$ cat src/rtl/sys_rst_pkg.sv
// Shared types and helpers for the shell reset sequencer.
// The FSM encoding is fixed here so debug tooling can decode the exposed state.
package sys_rst_pkg;

  typedef enum logic [2:0] {
    HOLD      = 3'd0,
    WAIT_LOCK = 3'd1,
    RELEASE   = 3'd2,
    RUN       = 3'd3,
    SOFT_HOLD = 3'd4
  } rst_seq_state_t;

  // Bits needed for a counter that must hold values 0..max_val.
  function automatic int cnt_w(input int max_val);
    return (max_val < 1) ? 1 : $clog2(max_val + 1);
  endfunction

endpackage

$ cat src/rtl/sync_2ff.sv
// Two-flop synchronizer for a single level signal; both flops reset to 0.
module sync_2ff (
  input  logic clk,
  input  logic rst,
  input  logic d_i,
  output logic q_o
);

  logic meta_q;
  logic sync_q;

  always_ff @(posedge clk or posedge rst) begin
    if (rst) begin
      meta_q <= 1'b0;
      sync_q <= 1'b0;
    end else begin
      meta_q <= d_i;
      sync_q <= meta_q;
    end
  end

  assign q_o = sync_q;

endmodule

$ cat src/rtl/rst_seq_ctrl.sv
// Reset sequencer: waits for a filtered clock lock, then releases stage resets in
// ascending order; supports masked soft re-reset and drops everything on lock loss.
module rst_seq_ctrl
  import sys_rst_pkg::*;
#(
  parameter int NUM_STAGES  = 4,
  parameter int STAGE_DLY   = 16,
  parameter int LOCK_FILTER = 8
) (
  input  logic                  clk,
  input  logic                  rst,
  input  logic                  dcm_locked,
  input  logic                  soft_rst_req,
  input  logic [NUM_STAGES-1:0] soft_rst_mask,
  output logic [NUM_STAGES-1:0] stage_rst_n,
  output logic                  seq_done,
  output logic                  busy,
  output logic [2:0]            dbg_state
);

  localparam int LOCK_W = cnt_w(LOCK_FILTER);
  localparam int DLY_W  = cnt_w(STAGE_DLY);
  localparam int IDX_W  = cnt_w(NUM_STAGES);

  localparam logic [LOCK_W-1:0] LOCK_LAST = LOCK_W'(LOCK_FILTER - 1);
  localparam logic [DLY_W-1:0]  DLY_LAST  = DLY_W'(STAGE_DLY - 1);
  localparam logic [IDX_W-1:0]  IDX_LAST  = IDX_W'(NUM_STAGES - 1);
  localparam logic [IDX_W-1:0]  IDX_SAT   = IDX_W'(NUM_STAGES);

  rst_seq_state_t         state_q;
  logic [LOCK_W-1:0]      lock_cnt_q;
  logic [DLY_W-1:0]       dly_cnt_q;
  logic [IDX_W-1:0]       stage_idx_q;
  logic [NUM_STAGES-1:0]  stage_rst_n_q;
  logic                   seq_done_q;
  logic                   busy_q;
  logic                   locked_s;
  logic [NUM_STAGES-1:0]  rel_mask;

  sync_2ff u_lock_sync (
    .clk (clk),
    .rst (rst),
    .d_i (dcm_locked),
    .q_o (locked_s)
  );

  // OR-ing the one-hot bit in keeps stages that were never masked high.
  assign rel_mask = NUM_STAGES'(1) << stage_idx_q;

  always_ff @(posedge clk or posedge rst) begin
    if (rst) begin
      state_q       <= HOLD;
      lock_cnt_q    <= '0;
      dly_cnt_q     <= '0;
      stage_idx_q   <= '0;
      stage_rst_n_q <= '0;
      seq_done_q    <= 1'b0;
      busy_q        <= 1'b1;
    end else begin
      case (state_q)
        HOLD: begin
          stage_rst_n_q <= '0;
          seq_done_q    <= 1'b0;
          busy_q        <= 1'b1;
          lock_cnt_q    <= '0;
          dly_cnt_q     <= '0;
          stage_idx_q   <= '0;
          state_q       <= WAIT_LOCK;
        end

        WAIT_LOCK: begin
          if (!locked_s) begin
            lock_cnt_q <= '0;
          end else if (lock_cnt_q == LOCK_LAST) begin
            lock_cnt_q  <= '0;
            dly_cnt_q   <= '0;
            stage_idx_q <= '0;
            state_q     <= RELEASE;
          end else begin
            lock_cnt_q <= lock_cnt_q + 1'b1;
          end
        end

        RELEASE: begin
          if (!locked_s) begin
            state_q       <= HOLD;
            stage_rst_n_q <= '0;
            seq_done_q    <= 1'b0;
            busy_q        <= 1'b1;
            lock_cnt_q    <= '0;
            dly_cnt_q     <= '0;
            stage_idx_q   <= '0;
          end else if (dly_cnt_q == DLY_LAST) begin
            stage_rst_n_q <= stage_rst_n_q | rel_mask;
            dly_cnt_q     <= '0;
            if (stage_idx_q != IDX_SAT) begin
              stage_idx_q <= stage_idx_q + 1'b1;
            end
            if (stage_idx_q == IDX_LAST) begin
              state_q    <= RUN;
              seq_done_q <= 1'b1;
              busy_q     <= 1'b0;
            end
          end else begin
            dly_cnt_q <= dly_cnt_q + 1'b1;
          end
        end

        RUN: begin
          // Lock loss outranks a simultaneous soft request.
          if (!locked_s) begin
            state_q       <= HOLD;
            stage_rst_n_q <= '0;
            seq_done_q    <= 1'b0;
            busy_q        <= 1'b1;
            lock_cnt_q    <= '0;
            dly_cnt_q     <= '0;
            stage_idx_q   <= '0;
          end else if (soft_rst_req && (soft_rst_mask != '0)) begin
            stage_rst_n_q <= stage_rst_n_q & ~soft_rst_mask;
            seq_done_q    <= 1'b0;
            busy_q        <= 1'b1;
            dly_cnt_q     <= '0;
            state_q       <= SOFT_HOLD;
          end
        end

        SOFT_HOLD: begin
          if (!locked_s) begin
            state_q       <= HOLD;
            stage_rst_n_q <= '0;
            seq_done_q    <= 1'b0;
            busy_q        <= 1'b1;
            lock_cnt_q    <= '0;
            dly_cnt_q     <= '0;
            stage_idx_q   <= '0;
          end else if (dly_cnt_q == DLY_LAST) begin
            dly_cnt_q   <= '0;
            stage_idx_q <= '0;
            state_q     <= RELEASE;
          end else begin
            dly_cnt_q <= dly_cnt_q + 1'b1;
          end
        end

        default: begin
          state_q       <= HOLD;
          stage_rst_n_q <= '0;
          seq_done_q    <= 1'b0;
          busy_q        <= 1'b1;
          lock_cnt_q    <= '0;
          dly_cnt_q     <= '0;
          stage_idx_q   <= '0;
        end
      endcase
    end
  end

  assign stage_rst_n = stage_rst_n_q;
  assign seq_done    = seq_done_q;
  assign busy        = busy_q;
  assign dbg_state   = state_q;

endmodule

$ cat config.mk
export PLATFORM = sky130hd
export DESIGN_NAME = rst_seq_ctrl
export DESIGN_NICKNAME = d
export VERILOG_FILES = /design/src/rtl/sys_rst_pkg.sv /design/src/rtl/sync_2ff.sv /design/src/rtl/rst_seq_ctrl.sv
export SDC_FILE = /design/constraint.sdc
export NUM_CORES = 1
export LEC_CHECK = 0
export ABC_CLOCK_PERIOD_IN_PS = 2300
export BUFFER_PORTS_ARGS = -buffer_cell sky130_fd_sc_hd__buf_2
export CAP_MARGIN = 20
export CORE_ASPECT_RATIO = 1.75
export CORE_MARGIN = 3
export CORE_UTILIZATION = 35
export CTS_CLUSTER_SIZE = 20
export DETAILED_ROUTE_END_ITERATION = 8
export PLACE_DENSITY = 0.61
export SYNTH_ARGS = -nofsm -noshare
export SYNTH_HDL_FRONTEND = slang
export SYNTH_HIERARCHICAL = 1
export SYNTH_SLANG_ARGS = --single-unit
$ cat constraint.sdc
create_clock -name clk -period 2.3 [get_ports clk]
set_input_delay 0.69 -clock clk [delete_from_list [all_inputs] [get_ports clk]]
set_output_delay 0.69 -clock clk [all_outputs]
set_load 0.005 [all_outputs]
==> flow_metrics.env <==
export IMPL_path_cells="buf_2 -> o41a_1 -> or4_4 -> and3b_4 -> a211o_1"
export IMPL_critPathArrivalTime_ps=2120
export IMPL_vdd_ir_drop_max_mv=0.448
export IMPL_drc=0
export IMPL_yosysTopAreaCellShare_pct=41.9
export IMPL_ys_warnings_count=6
export IMPL_nFillCells=358
export IMPL_die_height_um=87.1
export IMPL_insertion_delay_ps=270
export IMPL_wl_um=2910
export IMPL_num_antenna_cells=0
export IMPL_start_util_pct=37.5
export IMPL_skew_ps=2.70
export IMPL_clk_pin_slew_ps=80
export IMPL_core_um2=3500
export IMPL_worstSetupEndpointType="flip-flop"
export IMPL_setup_viol=0
export IMPL_grt_pass1_vias=1113
export IMPL_yosys_area_top_type="dfrtp_1"
export IMPL_synth_edf_count=0
export IMPL_die_area_um2=4560
export IMPL_grt_setup_unrepaired="no"
export IMPL_relSlewSlack_pct=68.3
export IMPL_leakage_uw=0.000679
export IMPL_drt_iter0_drc=25
export IMPL_wl_per_cell_um=15.1
export IMPL_antenna_found_initial=0
export IMPL_ys_seq_area_share_pct=43.9
export IMPL_nNetsFinal=164
export IMPL_cts_buffers=3
export IMPL_grt_max_degree=22
export IMPL_cap_violations=0
export IMPL_clockBufferDepth=2
export IMPL_cts_tree="yes"
export IMPL_cts_hold_buffers_added=0
export IMPL_place_congestion=0.842
export IMPL_timing_critical_path_required_ps=2510
export IMPL_final_common_cell="dfrtp_1"
export IMPL_first_pass_iters=4
export IMPL_clock_sinks=23
export IMPL_row_count=28
export IMPL_grt_pass1_wl_um=4950
export IMPL_io_pin_count=17
export IMPL_drive_above_1_share_pct=23.0
export IMPL_track_usage_pct=14.3
export IMPL_cpMaxStageDelayCell="o41a_1"
export IMPL_report_final_slew_viol_count=0
export IMPL_worst_slack_ps=384
export IMPL_area_delta_synth_final_pct=12.9
export IMPL_async_reset_ff_share_pct=100
export IMPL_finalInstanceArea_um2=1490
export IMPL_finalHoldViolCount=0
export IMPL_postCtsSetupBuffers=0
export IMPL_cp_start_kind="primary input"
export IMPL_status="finished clean"
export IMPL_port_buffers=16
export IMPL_tightest_slew_ps=472
export IMPL_crit_fanout=4
export IMPL_dp_hpwl_um=2220
export IMPL_num_vias=1069
export IMPL_synth_seq_cells=23
export IMPL_pre_cts_slack_ps=99.7
export IMPL_synthTopCellsByArea="dfrtp_1, ha_1, a21oi_1"
export IMPL_cts_max_level=1
export IMPL_syn_avg_cell_area_um2=10.1
export IMPL_power_per_cell_area_nw_per_um2=738
export IMPL_cts_resized=0
export IMPL_overflow=0
export IMPL_hp_class="primary input to asynchronous set/reset pin"
export IMPL_hold_ws_ps=255
export IMPL_synthDistinctLibCells=46
export IMPL_fp_dieW_um=52.3
export IMPL_timing_fmax_mhz=522
export IMPL_synth_ff_type="dfrtp_1"
export IMPL_place_area_um2=1440
export IMPL_worstSetupPathType="primary input to flip-flop"
export IMPL_ant_nets=0
export IMPL_syn_nets=145
export IMPL_path_delay_family="compound AO/OA/AOI/OAI gates"
export IMPL_tns_ps=0
export IMPL_synth_area_um2=1320
export IMPL_routed_via_density=5.54
export IMPL_crit_path_max_incr_delay_ps=450
export IMPL_syn_inst=130
export IMPL_cp_num_buf_inv=1
export IMPL_cts_root_buffer_cell="clkbuf_8"
export IMPL_fin_crit_sh_pct=83.3
export IMPL_final_cell_mix="dfrtp_1, buf_2, inv_1, a21oi_1, ha_1"
export IMPL_period_minus_slack_ps=1920
[metal layers]
metal,share of wire [%],vias to the layer above,GRT usage (%)
met4,2.7,0,8.37
met5,0,-,0
met1,41,524,15.7
met2,54,27,25.2
met3,2.7,7,1.54
li1,-,511,-
[area by class of cell]
class / count / area [um^2] / share of cell area (%)
multi-input cells: 90 / 654 / 44.1
inverters: 11 / 41.3 / 2.78
well taps: 45 / 56.3 / 3.79
clock buffers: 3 / 41.3 / 2.78
clock inverters: 1 / 5.00 / 0.337
flip-flops and latches: 23 / 577 / 38.8
repair buffers: 20 / 110 / 7.41
[cell usage after synthesis, types with 2 or more instances]
library cell / number
nor4_1: 3
ha_1: 7
nand4bb_1: 2
nand3_1: 4
or2_2: 3
a21oi_1: 11
o31ai_1: 2
nand2_1: 5
nor2b_1: 5
dfrtp_1: 22
nand2b_1: 2
and4b_1: 2
inv_1: 11
buf_4: 3
a22o_1: 3
o21ai_0: 6
nor2_1: 5
o21bai_1: 2
a211oi_1: 4
o22ai_1: 2
[where the power goes]
part | switching [uW] | leakage (uW) | internal, uW
Combinational | 179 | 0.000348 | 152
Clock | 137 | 0.0000255 | 121
Sequential | 61.8 | 0.000306 | 444
[sequential cells by signal, indices dropped and copies added, names as in the netlist]
| register | flops |
|---|---|
| stage_rst_n | 4 |
| busy | 1 |
| lock_cnt_q | 4 |
| seq_done | 1 |
| u_lock_sync/q_o | 1 |
| dbg_state | 3 |
| stage_idx_q | 3 |
| u_lock_sync/meta_q | 1 |
| dly_cnt_q | 5 |
[worst reg2reg max path: cells and delay by family, from the launching register on]
kind,cells,cell delay [ps]
DFF,1,520
AOI/OAI and AO/OA,2,300
buffers and inverters,1,220
and+or+nand+nor,2,730
[cell families (layout without fill, tap and decap cells)]
group	Yosys count	in the layout	share of synthesized area, %
xor+xnor	1	1	0.666
mux	1	1	0.856
buf+inv	17	35	6.37
fa+ha+maj	7	7	6.66
flops	23	23	43.9
simple gates	41	41	20.7
compound gates	40	40	20.8
[path summary, 6_finish.rpt]
| path | slack (ps) | depth (start not counted) | start | endpoint |
|---|---|---|---|---|
| setup / recovery | 380 | 5 | soft_rst_mask[3] | busy$_DFFE_PP1P_ |
| hold / removal | 250 | 2 | rst | u_lock_sync/meta_q$_DFF_PP0_ |
| setup reg to reg | 450 | 5 | dbg_state[2]$_DFFE_PP0P_ | stage_rst_n[2]$_DFFE_PP0P_ |
| hold reg to reg | 360 | 0 | u_lock_sync/meta_q$_DFF_PP0_ | u_lock_sync/q_o$_DFF_PP0_ |
| max in group asynchronous | 1590 | 3 | rst | busy$_DFFE_PP1P_ |
| min in group clk | 360 | 0 | u_lock_sync/meta_q$_DFF_PP0_ | u_lock_sync/q_o$_DFF_PP0_ |
[stage by stage]
| step | utilization, % | total power (uW) | std cells |
|---|---|---|---|
| floorplan | - | 755 | 130 |
| global placement | 41.1 | 830 | 189 |
| detailed placement | 41.1 | 839 | 189 |
| CTS | 42.4 | 1100 | 193 |
| global route | 42.4 | 1160 | 193 |
| finish | 42.4 | 1100 | 193 |
(Power assumes the default switching activity.)
